--- config.mk ---
export PLATFORM = sky130hd
export DESIGN_NAME = riscv_mem_arbiter
export DESIGN_NICKNAME = d
export VERILOG_FILES = /design/src/rtl/riscv_mem_arbiter.sv
export SDC_FILE = /design/constraint.sdc
export NUM_CORES = 1
export LEC_CHECK = 0
export BUFFER_PORTS_ARGS = -buffer_cell sky130_fd_sc_hd__buf_2
export CORE_AREA = 2 2 193 195
export CTS_BUF_LIST = sky130_fd_sc_hd__clkbuf_2 sky130_fd_sc_hd__clkbuf_4 sky130_fd_sc_hd__clkbuf_8
export DETAILED_ROUTE_END_ITERATION = 8
export DIE_AREA = 0 0 195 197
export PLACE_DENSITY = 0.59
export SLEW_MARGIN = 20
export SYNTH_ARGS = -nofsm -noshare
export SYNTH_HDL_FRONTEND = slang
export SYNTH_SLANG_ARGS = --single-unit
--- constraint.sdc ---
create_clock -name clock -period 4.1 [get_ports clock]
set_input_delay 0.205 -clock clock [delete_from_list [all_inputs] [get_ports clock]]
set_output_delay 0.205 -clock clock [all_outputs]
set_load 0.05 [all_outputs]
--- src/rtl/riscv_mem_arbiter.sv ---
// Shares one single-ported, variable-latency memory between the instruction-fetch port and the data port.
// Data accesses have priority. A streak limit keeps fetches from starving, and if_kill drops a wrong-path fetch.
module riscv_mem_arbiter #(
  parameter int unsigned ADDR_W     = 64,
  parameter int unsigned DATA_W     = 64,
  parameter int unsigned STREAK_MAX = 4
) (
  input  logic              clock,
  input  logic              reset_n,
  input  logic              if_req,
  input  logic [ADDR_W-1:0] if_addr,
  input  logic              if_kill,
  output logic              if_ack,
  output logic [31:0]       if_rdata,
  input  logic              d_req,
  input  logic              d_we,
  input  logic [ADDR_W-1:0] d_addr,
  input  logic [DATA_W-1:0] d_wdata,
  output logic              d_ack,
  output logic [DATA_W-1:0] d_rdata,
  output logic              mem_valid,
  output logic              mem_we,
  output logic [ADDR_W-1:0] mem_addr,
  output logic [DATA_W-1:0] mem_wdata,
  input  logic              mem_ready,
  input  logic [DATA_W-1:0] mem_rdata,
  output logic              busy
);

  localparam int unsigned SW = $clog2(STREAK_MAX + 1);

  typedef enum logic [1:0] {IDLE, ACCESS, RESP} state_t;

  state_t        state, state_nx;
  logic          owner;
  logic          kill_pend;
  logic [SW-1:0] dstreak;
  logic          grant_d, grant_f;

  always_comb begin
    grant_d = d_req && (!if_req || (dstreak < SW'(STREAK_MAX)));
    grant_f = !grant_d && if_req && !if_kill;
  end

  always_ff @(posedge clock or negedge reset_n) begin
    if (!reset_n) state <= IDLE;
    else          state <= state_nx;
  end

  always_comb begin
    state_nx = state;
    case (state)
      IDLE:    if (grant_d || grant_f) state_nx = ACCESS;
      ACCESS:  if (mem_ready)          state_nx = RESP;
      RESP:                            state_nx = IDLE;
      default:                         state_nx = IDLE;
    endcase
  end

  // The acks and mem_valid are decoded from flops only. A reset therefore drops them at once.
  always_comb begin
    mem_valid = (state == ACCESS);
    busy      = (state != IDLE);
    d_ack     = (state == RESP) && owner;
    if_ack    = (state == RESP) && !owner && !kill_pend;
  end

  always_ff @(posedge clock or negedge reset_n) begin
    if (!reset_n) begin
      owner     <= 1'b0;
      kill_pend <= 1'b0;
      dstreak   <= '0;
      mem_we    <= 1'b0;
      mem_addr  <= '0;
      mem_wdata <= '0;
      if_rdata  <= '0;
      d_rdata   <= '0;
    end else begin
      case (state)
        IDLE: begin
          kill_pend <= 1'b0;
          if (grant_d) begin
            owner     <= 1'b1;
            mem_we    <= d_we;
            mem_addr  <= d_addr;
            mem_wdata <= d_wdata;
            if (!if_req)                         dstreak <= '0;
            else if (dstreak != SW'(STREAK_MAX)) dstreak <= dstreak + 1'b1;
          end else if (grant_f) begin
            owner     <= 1'b0;
            mem_we    <= 1'b0;
            mem_addr  <= if_addr;
            mem_wdata <= '0;
            dstreak   <= '0;
          end
        end
        ACCESS: begin
          if (if_kill && !owner) kill_pend <= 1'b1;
          if (mem_ready) begin
            if (owner) d_rdata  <= mem_we ? '0 : mem_rdata;
            else       if_rdata <= mem_rdata[31:0];
          end
        end
        RESP: begin
          if (if_kill && !owner) kill_pend <= 1'b1;
        end
        default: ;
      endcase
    end
  end

endmodule

==> results.toml <==
[global_route]
grt_overflow = 0
track_usage = 0.171
grt_pass1_wl_um = 51800
grt_pass1_vias = 9542
grt_max_degree = 103
antenna_found_initial = 2

[critical_path]
critPathKind = "register to register"
rr_worst_depth = 6
critPathLaunchType = "register"
cpMaxStageDelayCell = "dlygate4sd3_1"
rr_endpoint = "mem_addr[21]$_DFFE_PN0P_"
crit_path_end_kind = "register"
reg2reg_slack_ns = 1.20
critPathMaxStageDelay_ns = 0.57
cp.arrival_ns = 3.33
crit_required_ns = 4.54
worstPathMaxFanout = 47
worstPathCellList = "inv_1 -> ha_1 -> nand3_2 -> buf_4 -> o221a_2 -> dlygate4sd3_1"
r2r_start = "state[0]$_DFFE_PN0P_"

[cts]
cts_buffers = 41
post-cts-setup-buffer-count = 0
htree_levels = 2
max-clock-path-buffers = 3
cts_tree = "yes"
cts_root_buf = "clkbuf_8"
cts_sinks = 232
clock_latency_ns = 0.58
path_clk_slew_ns = 0.06

[yosys]
ys_ff_latch = 232
synth_fa_ha_area_frac = 0.00795
async_flop_share = 1.00
yosys.area.top_type_share = 0.615
synthXorXnorAreaFrac = 0
yosys_warnings = 0
ys_seq_area_frac = 0.615
syn_area_per_cell_um2 = 12.4
syn-cell-area_um2 = 9440
synth_top_family_by_area = "compound AO/OA/AOI/OAI gates"
synth_edf_count = 0
ys_types = 33
syn_inst = 759
synth_top_flop_cell = "dfrtp_1"
synth_compound_area_frac = 0.179
syn_nets = 1028
ys_top_cells_by_area = "dfrtp_1 61%, o221a_2 6.6%, a22o_1 6.1%, nand2b_1 4.3%, or3_1 4.2%"
yosys.area_share.simple = 0.120
synth_top_area_cell = "dfrtp_1"
synth_mux_area_frac = 0.0404

[hold_path]
holdCritStartpoint = "if_addr[4]"
hold-path-endpoint = "mem_addr[4]$_DFFE_PN0P_"
hold_depth = 3
hold_class = "input port to register"

[placement]
numPortBuffers = 491
post_dp_cell_area_um2 = 12300
place_ws_ns = 1.69
gp_congestion = 0.808
hpwlAfterDp_um = 21600
place_inst = 1662

[run_status]
outcome = "finished, final reports clean"

[pwr]
power.density_nw_per_um2 = 885
leakagePower_uw = 0.00758
vdd_drop_max_mv = 0.534

[sta]
finalWorstSetupSlack_ns = 1.20
tightest_slew_ns = 0.961
fin_tns_setup_ns = 0
relSlewSlack = 0.360
grt_setup_unrepaired = "false"
drv_slew = 0
max_freq_mhz = 345
hold_viol = 0
setup_viol = 0
fin_crit_sh = 0.706
skew_ns = 0.0247
min_period_ns = 2.90

[route]
final_antenna_net_count = 0
drt_iter0_drc = 353
vias = 9052
dr.pass1.iters = 4
routed_wl_um = 33700
wl_per_cell_um = 16.9
drcViolationCount = 0
via_per_inst = 4.55

[die]
fp.dieArea_um2 = 38400
initial_core_util = 0.260
rows = 70
core_um2 = 36300
ioPinCount = 492
fp.dieW_um = 195
die_h_um = 197

[finish]
fill_cells = 3410
finalInstanceArea_um2 = 15700
nets = 1764
drive_gt1_frac = 0.438
final_cells = 1991
syn2layout_area_growth_pct = 66.3

[run]
max_cap_violations = 0
-- where the power goes --
group	total, µW	internal [µW]	leakage (µW)	switching, µW
Combinational	7770	2370	0.00433	5400
Clock	2190	1220	0.000438	974
Sequential	3920	3330	0.00282	597
-- through the flow --
step | total power, µW | util | hold WS, ns
floorplan | 9230 | - | -0.0906
global placement | 11000 | 0.339 | 0.290
detailed placement | 11000 | 0.339 | 0.285
CTS | 13900 | 0.433 | 0.0106
global route | 14600 | 0.433 | 0.0298
finish | 13900 | 0.433 | 0.0631
-- synthesized netlist by cell type (2+ instances only) --
cell	instances
dfrtp_1	232
nand2_1	68
a22o_1	66
nand2b_1	65
or3_1	64
o21ai_0	57
o221a_2	55
clkbuf_1	33
mux2_2	33
buf_2	19
o21ai_1	9
o221a_1	9
inv_1	8
ha_1	6
buf_4	5
buf_6	5
buf_1	4
nand3_1	4
a21oi_1	2
a31oi_1	2
-- layer usage --
layer | vias to the layer above | global-route usage | routed length, µm
met5 | - | 0 | 13
met4 | 2 | 0.0659 | 1070
met3 | 71 | 0.0498 | 2460
met2 | 399 | 0.294 | 16600
met1 | 4343 | 0.203 | 13600
li1 | 4237 | - | -
-- logic make-up (layout without fill, tap and decap cells) --
kind of cell             Yosys count  count (layout)
flip-flops                       232             232
AND/OR/NAND/NOR                  208             208
buffers and inverters             74             837
adder cells (fa/ha/maj)            6               6
other                              0               1
multiplexers                      34              34
AO/OA/AOI/OAI                    205             205
-- state kept, by name, summed over array words and instances, names as in the netlist --
name       count
dstreak        3
if_rdata      32
owner          1
state          2
d_rdata       64
mem_wdata     64
mem_we         1
mem_addr      64
kill_pend      1
-- final cells by class --
type	instances	area (µm²)	area share
sequential	232	5810	0.370
timing repair buffer	759	5140	0.327
multi-input combinational	453	3310	0.211
clock buffer	63	786	0.0500
tap	468	586	0.0373
clock inverter	7	48.8	0.00311
inverter	8	30.0	0.00191
antenna	1	2.50	0.000159
-- repair_timing --
action,in CTS,in global routing
endpoints found under the hold margin,329,0
setup endpoints to repair,0,0
hold buffers,258,0
resized for setup,0,0
-- worst max-delay path: cells and delay by family, from the launching register on --
family / cells / cell delay, ns
simple gates: 1 / 0.45
flops: 1 / 0.42
buf+inv: 3 / 1.11
compound gates: 1 / 0.37
fa+ha+maj: 1 / 0.36
-- worst max-delay path by stage --
stage,cells past startpoint,startpoint,endpoint
2_1_floorplan,3,state[0]$_DFFE_PN0P_,if_ack
3_3_place_gp,5,state[0]$_DFFE_PN0P_,mem_wdata[50]$_DFFE_PN0P_
3_5_place_dp,5,state[0]$_DFFE_PN0P_,mem_wdata[23]$_DFFE_PN0P_
4_1_cts,6,state[0]$_DFFE_PN0P_,mem_addr[28]$_DFFE_PN0P_
5_1_grt,6,state[0]$_DFFE_PN0P_,mem_addr[21]$_DFFE_PN0P_
6_report,6,state[0]$_DFFE_PN0P_,mem_addr[21]$_DFFE_PN0P_
-- cell usage in the layout, fill, tap and decap left out, drive strengths merged, types with 2 or more instances in the layout --
cell / n
a21oi: 3
nand3: 4
dlygate4sd3: 258
nand2: 68
mux2: 33
clkbuf: 63
clkinv: 3
inv: 9
or3: 64
o221a: 64
a22o: 66
nand2b: 65
buf: 501
clkinvlp: 3
a31oi: 2
o21ai: 66
ha: 6
dfrtp: 232
Power figures use the tool's default switching activity.
